File: config.mk
export PLATFORM = sky130hd
export DESIGN_NAME = mfp_adc_max10_responder_flat
export DESIGN_NICKNAME = d
export VERILOG_FILES = /design/src/rtl/mfp_adc_max10_responder_if.sv /design/src/rtl/mfp_adc_max10_responder.sv /design/src/flat_wrapper.sv
export SDC_FILE = /design/constraint.sdc
export NUM_CORES = 1
export LEC_CHECK = 0
export CAP_MARGIN = 15
export CORE_MARGIN = 2
export CORE_UTILIZATION = 53
export DETAILED_ROUTE_END_ITERATION = 16
export HOLD_SLACK_MARGIN = 0.02
export PLACE_DENSITY = 0.79
export SKIP_CTS_REPAIR_TIMING = 1
export SLEW_MARGIN = 25
export SYNTH_ARGS = -nofsm -noshare
export SYNTH_HDL_FRONTEND = slang
export SYNTH_SLANG_ARGS = --single-unit
File: constraint.sdc
create_clock -name CLK -period 3.1 [get_ports CLK]
set_input_delay 0.62 -clock CLK [delete_from_list [all_inputs] [get_ports CLK]]
set_output_delay 0.62 -clock CLK [all_outputs]
set_load 0.01 [all_outputs]
File: src/rtl/mfp_adc_max10_responder_if.sv
// mfp_adc_max10_responder_if: MAX10 ADC command/response streams plus the sticky error flag.
interface mfp_adc_max10_responder_if;
    logic        ADC_C_Valid;
    logic [4:0]  ADC_C_Channel;
    logic        ADC_C_SOP;
    logic        ADC_C_EOP;
    logic        ADC_C_Ready;
    logic        ADC_R_Valid;
    logic [4:0]  ADC_R_Channel;
    logic [11:0] ADC_R_Data;
    logic        ADC_R_SOP;
    logic        ADC_R_EOP;
    logic        ADC_Err;
    logic        ADC_Err_Clear;

    modport master (
        output ADC_C_Valid, ADC_C_Channel, ADC_C_SOP, ADC_C_EOP, ADC_Err_Clear,
        input  ADC_C_Ready, ADC_R_Valid, ADC_R_Channel, ADC_R_Data, ADC_R_SOP, ADC_R_EOP, ADC_Err
    );

    modport slave (
        input  ADC_C_Valid, ADC_C_Channel, ADC_C_SOP, ADC_C_EOP, ADC_Err_Clear,
        output ADC_C_Ready, ADC_R_Valid, ADC_R_Channel, ADC_R_Data, ADC_R_SOP, ADC_R_EOP, ADC_Err
    );
endinterface

File: src/rtl/mfp_adc_max10_responder.sv
// mfp_adc_max10_responder: MAX10 ADC sequencer stand-in with a fixed conversion time,
// one-deep command buffer, deterministic results and protocol-error flagging.
module mfp_adc_max10_responder #(
    parameter int CONV_CYCLES = 4
) (
    input logic CLK,
    input logic RESET,
    mfp_adc_max10_responder_if.slave adc
);
    localparam logic [7:0] CNT_INIT = 8'(CONV_CYCLES - 1);

    logic       eng_busy, eng_sop, eng_eop;
    logic [7:0] eng_cnt;
    logic [4:0] eng_ch;
    logic       hold_full, hold_sop, hold_eop;
    logic [4:0] hold_ch;
    logic [6:0] seq;
    logic       in_packet;
    logic       fin, acc, to_eng, to_hold, legal_c, legal_e, bad, hold_full_n;

    always_comb begin
        fin = eng_busy && eng_cnt == 8'd0;
        acc = adc.ADC_C_Valid && adc.ADC_C_Ready;
        to_eng = acc && (!eng_busy || (fin && !hold_full));
        to_hold = acc && !to_eng;
        legal_c = adc.ADC_C_Channel <= 5'd8 || adc.ADC_C_Channel == 5'd17;
        legal_e = eng_ch <= 5'd8 || eng_ch == 5'd17;
        // SOP must equal "not in a packet"; SOP == in_packet is the violation
        bad = acc && (adc.ADC_C_SOP == in_packet || !legal_c);
        hold_full_n = to_hold || (hold_full && !fin);
    end

    always_ff @(posedge CLK) begin
        if (RESET) begin
            eng_busy <= 1'b0;
            eng_cnt <= 8'd0;
            eng_ch <= 5'd0;
            eng_sop <= 1'b0;
            eng_eop <= 1'b0;
            hold_full <= 1'b0;
            hold_ch <= 5'd0;
            hold_sop <= 1'b0;
            hold_eop <= 1'b0;
            seq <= 7'd0;
            in_packet <= 1'b0;
            adc.ADC_C_Ready <= 1'b0;
            adc.ADC_R_Valid <= 1'b0;
            adc.ADC_R_Channel <= 5'd0;
            adc.ADC_R_Data <= 12'd0;
            adc.ADC_R_SOP <= 1'b0;
            adc.ADC_R_EOP <= 1'b0;
            adc.ADC_Err <= 1'b0;
        end else begin
            if (fin && hold_full) begin
                eng_ch <= hold_ch;
                eng_sop <= hold_sop;
                eng_eop <= hold_eop;
                eng_cnt <= CNT_INIT;
            end else if (to_eng) begin
                eng_busy <= 1'b1;
                eng_ch <= adc.ADC_C_Channel;
                eng_sop <= adc.ADC_C_SOP;
                eng_eop <= adc.ADC_C_EOP;
                eng_cnt <= CNT_INIT;
            end else if (fin) begin
                eng_busy <= 1'b0;
            end else if (eng_busy) begin
                eng_cnt <= eng_cnt - 8'd1;
            end
            if (to_hold) begin
                hold_ch <= adc.ADC_C_Channel;
                hold_sop <= adc.ADC_C_SOP;
                hold_eop <= adc.ADC_C_EOP;
            end
            hold_full <= hold_full_n;
            adc.ADC_C_Ready <= !hold_full_n;
            adc.ADC_R_Valid <= fin;
            adc.ADC_R_Channel <= fin ? eng_ch : 5'd0;
            adc.ADC_R_Data <= (fin && legal_e) ? {eng_ch, seq} : 12'd0;
            adc.ADC_R_SOP <= fin && eng_sop;
            adc.ADC_R_EOP <= fin && eng_eop;
            if (fin)
                seq <= seq + 7'd1;
            if (acc && adc.ADC_C_EOP)
                in_packet <= 1'b0;
            else if (acc && adc.ADC_C_SOP)
                in_packet <= 1'b1;
            adc.ADC_Err <= bad || (adc.ADC_Err && !adc.ADC_Err_Clear);
        end
    end
endmodule

File: src/flat_wrapper.sv
// flat-port wrapper written by rule: the top's interface ports become plain ports
module mfp_adc_max10_responder_flat 
#(
    parameter int CONV_CYCLES = 4
)
  (CLK, RESET, adc_ADC_C_Valid, adc_ADC_C_Channel, adc_ADC_C_SOP, adc_ADC_C_EOP, adc_ADC_Err_Clear, adc_ADC_C_Ready, adc_ADC_R_Valid, adc_ADC_R_Channel, adc_ADC_R_Data, adc_ADC_R_SOP, adc_ADC_R_EOP, adc_ADC_Err);
  mfp_adc_max10_responder_if adc_i ();
  input logic CLK;
  input logic RESET;
  input wire logic [$bits(adc_i.ADC_C_Valid)-1:0] adc_ADC_C_Valid;
  input wire logic [$bits(adc_i.ADC_C_Channel)-1:0] adc_ADC_C_Channel;
  input wire logic [$bits(adc_i.ADC_C_SOP)-1:0] adc_ADC_C_SOP;
  input wire logic [$bits(adc_i.ADC_C_EOP)-1:0] adc_ADC_C_EOP;
  input wire logic [$bits(adc_i.ADC_Err_Clear)-1:0] adc_ADC_Err_Clear;
  output wire logic [$bits(adc_i.ADC_C_Ready)-1:0] adc_ADC_C_Ready;
  output wire logic [$bits(adc_i.ADC_R_Valid)-1:0] adc_ADC_R_Valid;
  output wire logic [$bits(adc_i.ADC_R_Channel)-1:0] adc_ADC_R_Channel;
  output wire logic [$bits(adc_i.ADC_R_Data)-1:0] adc_ADC_R_Data;
  output wire logic [$bits(adc_i.ADC_R_SOP)-1:0] adc_ADC_R_SOP;
  output wire logic [$bits(adc_i.ADC_R_EOP)-1:0] adc_ADC_R_EOP;
  output wire logic [$bits(adc_i.ADC_Err)-1:0] adc_ADC_Err;
  assign adc_i.ADC_C_Valid = adc_ADC_C_Valid;
  assign adc_i.ADC_C_Channel = adc_ADC_C_Channel;
  assign adc_i.ADC_C_SOP = adc_ADC_C_SOP;
  assign adc_i.ADC_C_EOP = adc_ADC_C_EOP;
  assign adc_i.ADC_Err_Clear = adc_ADC_Err_Clear;
  assign adc_ADC_C_Ready = adc_i.ADC_C_Ready;
  assign adc_ADC_R_Valid = adc_i.ADC_R_Valid;
  assign adc_ADC_R_Channel = adc_i.ADC_R_Channel;
  assign adc_ADC_R_Data = adc_i.ADC_R_Data;
  assign adc_ADC_R_SOP = adc_i.ADC_R_SOP;
  assign adc_ADC_R_EOP = adc_i.ADC_R_EOP;
  assign adc_ADC_Err = adc_i.ADC_Err;
  mfp_adc_max10_responder #(.CONV_CYCLES(CONV_CYCLES)) u_core (.CLK(CLK), .RESET(RESET), .adc(adc_i));
endmodule
Word-level counts from Yosys, hierarchy flattened
Index checks and enable logic that the tools add are counted.
{"block": "classes", "n_reduce_logical": 38, "eq_ne": 4, "n_mul": 0, "n_bitwise": 3, "magnitude_cmp": 2, "div": 0, "shifts": 0, "add_sub_neg": 2, "mux": 12}
{"operator": "logical AND 1 bit", "count": 14}
{"operator": "== test 5 bit, second input constant", "count": 2}
{"operator": "less-or-equal comparator 5 x 4 -> 1 bit, second input constant", "count": 2}
{"operator": "two-way mux 5 bit", "count": 2}
{"operator": "zero test 8 bit", "count": 1}
{"operator": "two-way mux 2 bit", "count": 4}
{"operator": "subtractor 8 x 1 -> 8 bit, second input constant", "count": 1}
{"operator": "adder 7 x 1 -> 7 bit, second input constant", "count": 1}
{"operator": "zero test 1 bit", "count": 7}
{"operator": "logical OR 1 bit", "count": 6}
{"operator": "two-way mux 1 bit", "count": 6}
{"operator": "AND reduction 2 bit", "count": 3}
{"operator": "OR reduction 2 bit", "count": 3}
{"operator": "nonzero test 2 bit", "count": 2}
{"operator": "inequality test 3 bit, second input constant", "count": 1}
{"operator": "NOT 1 bit", "count": 3}
{"operator": "nonzero test 3 bit", "count": 1}
{"operator": "OR reduction 3 bit", "count": 1}
{"operator": "== test 1 bit", "count": 1}
{"block": "word_totals", "latchBits": 0, "word_cells": 80, "reg_bits": 54, "ram_bits": 0, "n_memories": 0, "output_inout_bits": 22, "rom_bits": 0}

Logic depth before layout (Yosys ltp)
Gate-level depths: netlist (run 1).
{"block": "logic_depth", "word_depth": 9, "ltp_mapped": 7}

Worst setup path before layout (run 1)
Ideal clock, no wire load.
{"block": "synth_path", "path_kind": "reg2reg", "startpoint": "reg u_core.eng_cnt[0]", "endpoint": "reg u_core.eng_cnt[2]", "t_arrival_ns": 1.707, "period_less_slack_ns": 1.836, "path_stages_with_launch": 7, "setup_slack_ns": 1.264, "t_required_ns": 2.971, "cell_sequence": "dfxtp_1 > inv_1 > ha_1 > nor3b_1 > a21boi_2 > o21bai_1 > nor2_1"}
{"block": "synth_via", "elab_chain_cells": 6}
{"item": "start, declared", "line_no": "mfp_adc_max10_responder.sv:13", "rtl": "logic [7:0] eng_cnt;"}
{"item": "start signal, assigned", "line_no": "mfp_adc_max10_responder.sv:68", "rtl": "eng_cnt <= eng_cnt - 8'd1;"}
{"item": "branches (longest 6 deep; another with subtractor 8 x 1 -> 8 bit)"}
Parallel ways; which one is timed is not known.
A chain may end at the register's enable or synchronous reset.

Worst setup path after layout (run 1)
{"block": "layout_path", "startpoint": "reg u_core.eng_cnt[0]", "endpoint": "reg u_core.adc.ADC_R_Data[5]"}
{"block": "layout_via", "elab_chain_cells": 5}
{"item": "zero test 8 bit", "line_no": "mfp_adc_max10_responder.sv:22", "rtl": "fin = eng_busy && eng_cnt == 8'd0;"}
{"item": "logical AND 1 bit", "line_no": "mfp_adc_max10_responder.sv:22"}
{"item": "logical AND 1 bit", "line_no": "mfp_adc_max10_responder.sv:79", "rtl": "adc.ADC_R_Data <= (fin && legal_e) ? {eng_ch, seq} : 12'd0;"}
{"item": "NOT 1 bit (no line)"}
{"item": "OR reduction 2 bit (no line)"}
{"item": "end signal, assigned", "line_no": "mfp_adc_max10_responder.sv:79"}
{"item": "end, declared", "line_no": "mfp_adc_max10_responder_if.sv:23", "rtl": "output ADC_C_Ready, ADC_R_Valid, ADC_R_Channel, ADC_R_Data, ADC_R_SOP, ADC_R_EOP, ADC_Err"}
Every way passes these cells.

==> summary.md, run 1 <==
| Metric | Value |
|---|---|
| Status | `complete, no violations` |
| P_int | `1.03 mW` |
| RSZ-0062 raised after global routing | `no` |
| Initial antenna violation count | `0` |
| Net Switching | `334 uW` |
| DP HPWL | `2.83 mm` |
| Unique cell type count in the Yosys netlist | `44` |
| Largest net degree at the start of global routing | `22` |
| Initial Util | `54.3%` |
| Area of the die | `0.00456 mm^2` |
| FMAX | `0.447 GHz` |
| CP Class | `flip-flop to flip-flop` |
| Post-layout power | `1.37 mW` |
| Length of routed wiring on met1 | `1.89 mm` |
| Buf/Inv on CP | `1` |
| Vias in the first global route | `1398` |
| Primary FF master, synth | `dfxtp_1` |
| Flop pwr share | `53.9%` |
| Sum Neg Setup Slack | `0 ns` |
| Top post-synthesis cells by area | `dfxtp_1 (51%), nor2_1 (5.8%), mux2i_1 (5.1%)` |
| Final nets | `265` |
| Combinational share of power | `12.3%` |
| # rows | `23` |
| IO Port Bufs | `32` |
| Critical-path cell list | `inv_1, ha_1, nor4bb_1, nand2_2, nor3_2, and2_1` |
| First-pass GRT wire length | `6.27 mm` |
| Worst slew margin | `50.1%` |
| Seq/Total Area, Yosys | `50.5%` |
| CP arrival | `2.50 ns` |
| Post-route ant nets | `0` |
| GRT Total Usage | `18.7%` |
| Final Cell Area | `0.00261 mm^2` |
| H-tree depth | `2` |
| DP Area | `0.00250 mm^2` |
| Pwr dens | `523 mW/mm^2` |
| CP required | `3.36 ns` |
| Min cycle time layout | `2.24 ns` |
| Final worst path period share | `72.2%` |
| Clock latency on the worst-skew pair | `0.31 ns` |
| Leading area contributor after synthesis | `dfxtp_1` |
| Die Ht | `67.5 um` |
| Final setup violating endpoints | `0` |
| Clock root buffer | `clkbuf_8` |
| Static leakage | `0.917 nW` |
| Clock network fraction of total power | `33.7%` |
| Initial DRC Count | `101` |
| CTS sink cnt | `54` |
| Drt wl/cell | `13.2 um` |
| Yosys reg bits | `54` |
| WL met2 | `1.86 mm` |
| Final hold vios | `0` |
| Gate Count Post-Synth | `218` |
| Hold crit path type | `flip-flop to flip-flop` |
| Met3 wire length | `225 um` |
| Most numerous cell in the Yosys netlist | `dfxtp_1` |
| DRT Pass-1 Iters | `4` |
| Syn. warnings | `0` |
| Clk_skew | `0.00695 ns` |
| DRC viols | `0` |
| Setup crit end kind | `flip-flop` |
| Max Root-Sink Buffers | `2` |
| Measured slew at the worst slew-check pin | `0.747 ns` |
| Async S/R FF share, synth | `0%` |
| Highest Signal Layer | `met3` |
| WL final | `3.98 mm` |
| Area Overhead vs Synth | `22.2%` |
| Placeable Area | `0.00394 mm^2` |
| CTS tree | `built` |
| Syn Nets | `232` |
| Share of post-route cells with drive strength above 1 | `9.13%` |
| Crit-path slowest cell | `nor4bb_1` |
| Fin util | `66.3%` |
| Startpoint types | `flip-flop` |
| Total number of vias | `1652` |
| Cell family with most CP delay | `simple AND/OR/NAND/NOR gates` |
| Final Max Slew Viols | `0` |
| Cell Area, Synth | `0.00214 mm^2` |
| Ports | `33` |
| Grt ovf | `0` |
| Worst-path clk slew | `0.09 ns` |
| Crit-path max FO | `15` |
| RD Place Congestion | `0.820` |
| Crit-path max cell delay | `0.59 ns` |
| Synth top area share | `50.5%` |
| Switching share of total power | `24.4%` |
| Max-Cap Viols | `0` |
| ANT cells | `0` |
| Maximum VDD drop | `0.314 mV` |
| Post-synth EDFFs | `0` |
| Die span in x | `67.5 um` |
| Vias per cell | `5.47` |
| CTS buffer count | `5` |
| Synth top cells by count | `dfxtp_1 (54), nor2_1 (33), and2_1 (11), mux2i_1 (11), nor3_1 (10)` |
| Syn_area_per_cell | `9.81 um^2` |
==> area by class of cell <==
class / instances / area [um^2]
well taps: 50 / 62.6
inverters: 8 / 30.0
clock buffers: 6 / 72.6
repair buffers: 36 / 350
clock inverters: 2 / 37.5
flip-flops and latches: 54 / 1080
multi-input cells: 146 / 980
fillers: 301 / 1330
==> flip-flops by register name (all words and copies together), names as in the netlist <==
name / count
u_core.adc.ADC_R_Data: 12
u_core.eng_cnt: 8
u_core.seq: 7
u_core.adc.ADC_R_Channel: 5
u_core.eng_ch: 5
u_core.hold_ch: 5
u_core.adc.ADC_C_Ready: 1
u_core.adc.ADC_Err: 1
u_core.adc.ADC_R_EOP: 1
u_core.adc.ADC_R_SOP: 1
u_core.adc.ADC_R_Valid: 1
u_core.eng_busy: 1
u_core.eng_eop: 1
u_core.eng_sop: 1
u_core.hold_eop: 1
u_core.hold_full: 1
u_core.hold_sop: 1
u_core.in_packet: 1
==> cells in the final DEF, fill, tap and decap left out, drive strengths merged, types with 8 or more instances in the layout <==
cell type and count:
dfxtp 54, nor2 33, clkdlybuf4s50 32, and2 11, mux2i 11, nor3 11
a21oi 10, a211oi 9, inv 8, nor4 8
==> through the flow <==
| step | worst slack (ns) | std cells | hold slack [ns] |
|---|---|---|---|
| global placement | 0.801 | 294 | 0.450 |
| finish | 0.861 | 302 | 0.459 |
| floorplan | 1.26 | 218 | 0.440 |
| CTS | 0.829 | 302 | 0.468 |
| detailed placement | 0.710 | 294 | 0.456 |
| global route | 0.542 | 302 | 0.497 |
==> layer usage <==
layer,global-route usage [%],vias to the layer above
met2,28.8,51
met1,24.5,751
met3,6.83,0
met5,0,-
li1,-,850
met4,5.87,0
==> logic make-up after synthesis <==
| group | synth area share [%] |
|---|---|
| and+or+nand+nor | 21.9 |
| DFF | 50.5 |
| buffers and inverters | 3.68 |
| muxes | 5.15 |
| AOI/OAI and AO/OA | 13.7 |
| adders and majority gates | 1.75 |
| xor gates and xnor gates | 3.27 |
==> power by group through the flow <==
stage,Sequential [mW],Clock [mW],Combinational [mW]
2_1_floorplan,0.747,0,0.115
3_3_place_gp,0.752,0,0.164
3_5_place_dp,0.753,0,0.167
4_1_cts,0.737,0.468,0.168
5_1_grt,0.741,0.502,0.184
6_report,0.737,0.461,0.169
==> path summary, 6_finish.rpt <==
| kind | startpoint | endpoint | slack, ns | cells past startpoint |
|---|---|---|---|---|
| worst min register to register | u_core.eng_eop$_SDFFE_PP0P_ | u_core.adc.ADC_R_EOP$_SDFF_PP0_ | 0.46 | 2 |
| worst max-delay path | u_core.eng_cnt[0]$_SDFFE_PP0P_ | u_core.adc.ADC_R_Data[5]$_SDFF_PP0_ | 0.86 | 6 |
| worst max register to register | u_core.eng_cnt[0]$_SDFFE_PP0P_ | u_core.adc.ADC_R_Data[5]$_SDFF_PP0_ | 0.86 | 6 |
| worst min-delay path | u_core.eng_eop$_SDFFE_PP0P_ | u_core.adc.ADC_R_EOP$_SDFF_PP0_ | 0.46 | 2 |
==> worst reg2reg max path, cell delays in order, from the launching register on <==
cell and delay, ns:
dfxtp_1 0.33, inv_1 0.10, ha_1 0.23, nor4bb_1 0.59, nand2_2 0.35, nor3_2 0.41
and2_1 0.18
Power figures use the tool's default switching activity.
==> run 2, diff against run 1 <==
Settings changed: CORE_UTILIZATION 53 to 52, PLACE_DENSITY 0.79 to 0.77.
Clock period 3.1 ns to 2.35 ns, I/O delays scaled along.
==> summary.md, run 2 (same netlist as run 1, synthesis figures left out) <==
| Metric | Value |
|---|---|
| Max-Cap Viols | `0 (unchanged)` |
| Initial Util | `53.9% (-0.39 points)` |
| Min-Delay Path Depth | `2 (unchanged)` |
| CP Class | `flip-flop to flip-flop` |
| First-pass GRT wire length | `6.31 mm (+0.65%)` |
| Clock root buffer | `clkbuf_8` |
| FMAX | `0.499 GHz (+12%)` |
| Status | `complete, no violations` |
| Placeable Area | `0.00397 mm^2 (+0.73%)` |
| Clock latency on the worst-skew pair | `0.31 ns (about the same)` |
| Static leakage | `0.922 nW (+0.50%)` |
| DRT Pass-1 Iters | `4 (unchanged)` |
| Sequential cell area | `0.00108 mm^2 (unchanged)` |
| Post-layout power | `1.70 mW (+25%)` |
| WL final | `3.89 mm (-2.1%)` |
| Final hold vios | `0 (unchanged)` |
| Ports | `33 (unchanged)` |
| Final nets | `268 (+1.1%)` |
| Biggest register | `u_core.adc.ADC_R_Data` |
| Sum Neg Setup Slack | `0 ns (unchanged)` |
| CTS buffer count | `5 (unchanged)` |
| GRT Total Usage | `18.3% (-0.41 points)` |
| Setup crit end kind | `flip-flop` |
| Fin Hold WS | `0.475 ns (+0.0165 ns)` |
| Crit-path max FO | `8 (-7)` |
| Initial antenna violation count | `0 (unchanged)` |
| Largest net degree at the start of global routing | `42 (+91%)` |
| Grt ovf | `0 (unchanged)` |
| IO Port Bufs | `32 (unchanged)` |
| Final Max Slew Viols | `0 (unchanged)` |
| Worst-path clk slew | `0.09 ns (about the same)` |
| DP HPWL | `2.83 mm (about the same)` |
| Hold crit path type | `flip-flop to flip-flop` |
| CP arrival | `2.21 ns (-0.29 ns)` |
| Pwr dens | `649 mW/mm^2 (+24%)` |
| Most frequent cells in the layout | `dfxtp_1 (54), nor2_1 (33), clkdlybuf4s50_1 (32)` |
| Largest regs | `u_core.adc.ADC_R_Data: 12 flops, u_core.eng_cnt: 8 flops, u_core.seq: 7 flops` |
| H-tree depth | `2 (unchanged)` |
| DRC viols | `0 (unchanged)` |
| CTS sink cnt | `54 (unchanged)` |
| Fillers | `335 (+11%)` |
| Most common cell after layout, fill and taps aside | `dfxtp_1` |
| Initial DRC Count | `110 (+8.9%)` |
| RD Place Congestion | `0.773 (-5.6%)` |
| Drt wl/cell | `12.8 um (-2.7%)` |
| Max Root-Sink Buffers | `2 (unchanged)` |
| Largest register FFs | `12 (unchanged)` |
| Share of post-route cells with drive strength above 1 | `10.2% (+1.1 points)` |
| Startpoint types | `flip-flop` |
| RSZ-0062 raised after global routing | `no` |
| Vias in the first global route | `1358 (-2.9%)` |
| # rows | `23 (unchanged)` |
| Area of the die | `0.00464 mm^2 (+1.8%)` |
| Die Ht | `68.1 um (+0.90%)` |
| ANT cells | `0 (unchanged)` |
| CP required | `2.56 ns (-0.80 ns)` |
| Die span in x | `68.1 um (+0.90%)` |
| Total number of vias | `1643 (-0.54%)` |
| CTS tree | `built` |
| Min cycle time layout | `2.01 ns (-0.233 ns)` |
| Measured slew at the worst slew-check pin | `0.510 ns (-0.237 ns)` |
| Final worst path period share | `85.4% (+13 points)` |
| Vias per cell | `5.40 (-1.2%)` |
| Multi-input combinational cell area | `980 um^2 (unchanged)` |
| Area Overhead vs Synth | `22.6%` |
| Final setup violating endpoints | `0 (unchanged)` |
| Fin util | `66.0% (-0.26 points)` |
| Post-route ant nets | `0 (unchanged)` |
| Clk_skew | `0.00526 ns (-0.00169 ns)` |
| Maximum VDD drop | `0.298 mV (-4.9%)` |
| R2R depth | `6 (unchanged)` |
| Worst slew margin | `65.1% (+15 points)` |
## run 2: cell count changes in the layout (fill, tap and decap cells not counted), sizes merged
cell	before	now
clkbuf	6	5
clkinvlp	1	2
bufinv	1	0
buf	4	7
## run 2: per-layer routing
layer | vias up | global-route usage [%] | part of all wire [%] | wire length [um]
li1 | 851 | - | - | -
met2 | 34 | 26.7 | 42 | 1650
met5 | - | 0 | 0 | 0
met1 | 752 | 25.6 | 52 | 2030
met4 | 0 | 8.25 | 1.8 | 71
met3 | 6 | 4.44 | 3.8 | 146
## run 2: worst max-delay path, stage by stage, from the launching register on
cell and delay (ns):
dfxtp_1 0.33, inv_1 0.10, ha_1 0.23, or3b_2 0.48
o311a_1 0.47, mux2i_1 0.22, nor2_1 0.06
## run 2: worst paths after layout
check / startpoint / endpoint / slack, ns
setup / recovery: u_core.eng_cnt[0]$_SDFFE_PP0P_ / u_core.hold_ch[1]$_SDFFE_PP0P_ / 0.34
hold / removal: u_core.eng_eop$_SDFFE_PP0P_ / u_core.adc.ADC_R_EOP$_SDFF_PP0_ / 0.48
setup reg to reg: u_core.eng_cnt[0]$_SDFFE_PP0P_ / u_core.hold_ch[1]$_SDFFE_PP0P_ / 0.34
hold reg to reg: u_core.eng_eop$_SDFFE_PP0P_ / u_core.adc.ADC_R_EOP$_SDFF_PP0_ / 0.48
## run 2: through the flow
step | setup slack [ns] | cell area [um^2] | cells
after floorplan | 0.514 | 2140 | 218
after global placement | 0.381 | 2540 | 297
after detailed placement | 0.326 | 2540 | 297
after CTS | 0.356 | 2620 | 304
after global routing | 0.189 | 2620 | 304
final | 0.344 | 2620 | 304
## run 2: where the power goes
group	switching, mW	total, mW	leakage, nW	internal (mW)
sequential	0.0244	0.969	0.438	0.945
combinational	0.124	0.232	0.448	0.108
clock	0.298	0.502	0.0362	0.204
total	0.446	1.70	0.922	1.26
## run 2: layout make-up
type | instances | area share, %
clock inverters | 2 | 0.573
inverters | 8 | 1.15
well taps | 50 | 2.39
flip-flops and latches | 54 | 41.2
multi-input cells | 146 | 37.4
repair buffers | 39 | 14.7
clock buffers | 5 | 2.62
==> run 3, diff against run 2 <==
Settings changed: ABC_CLOCK_PERIOD_IN_PS set to 2350.
==> results of run 3 <==
Same layout as run 2: the final DEF is identical, and so are final timing and power.
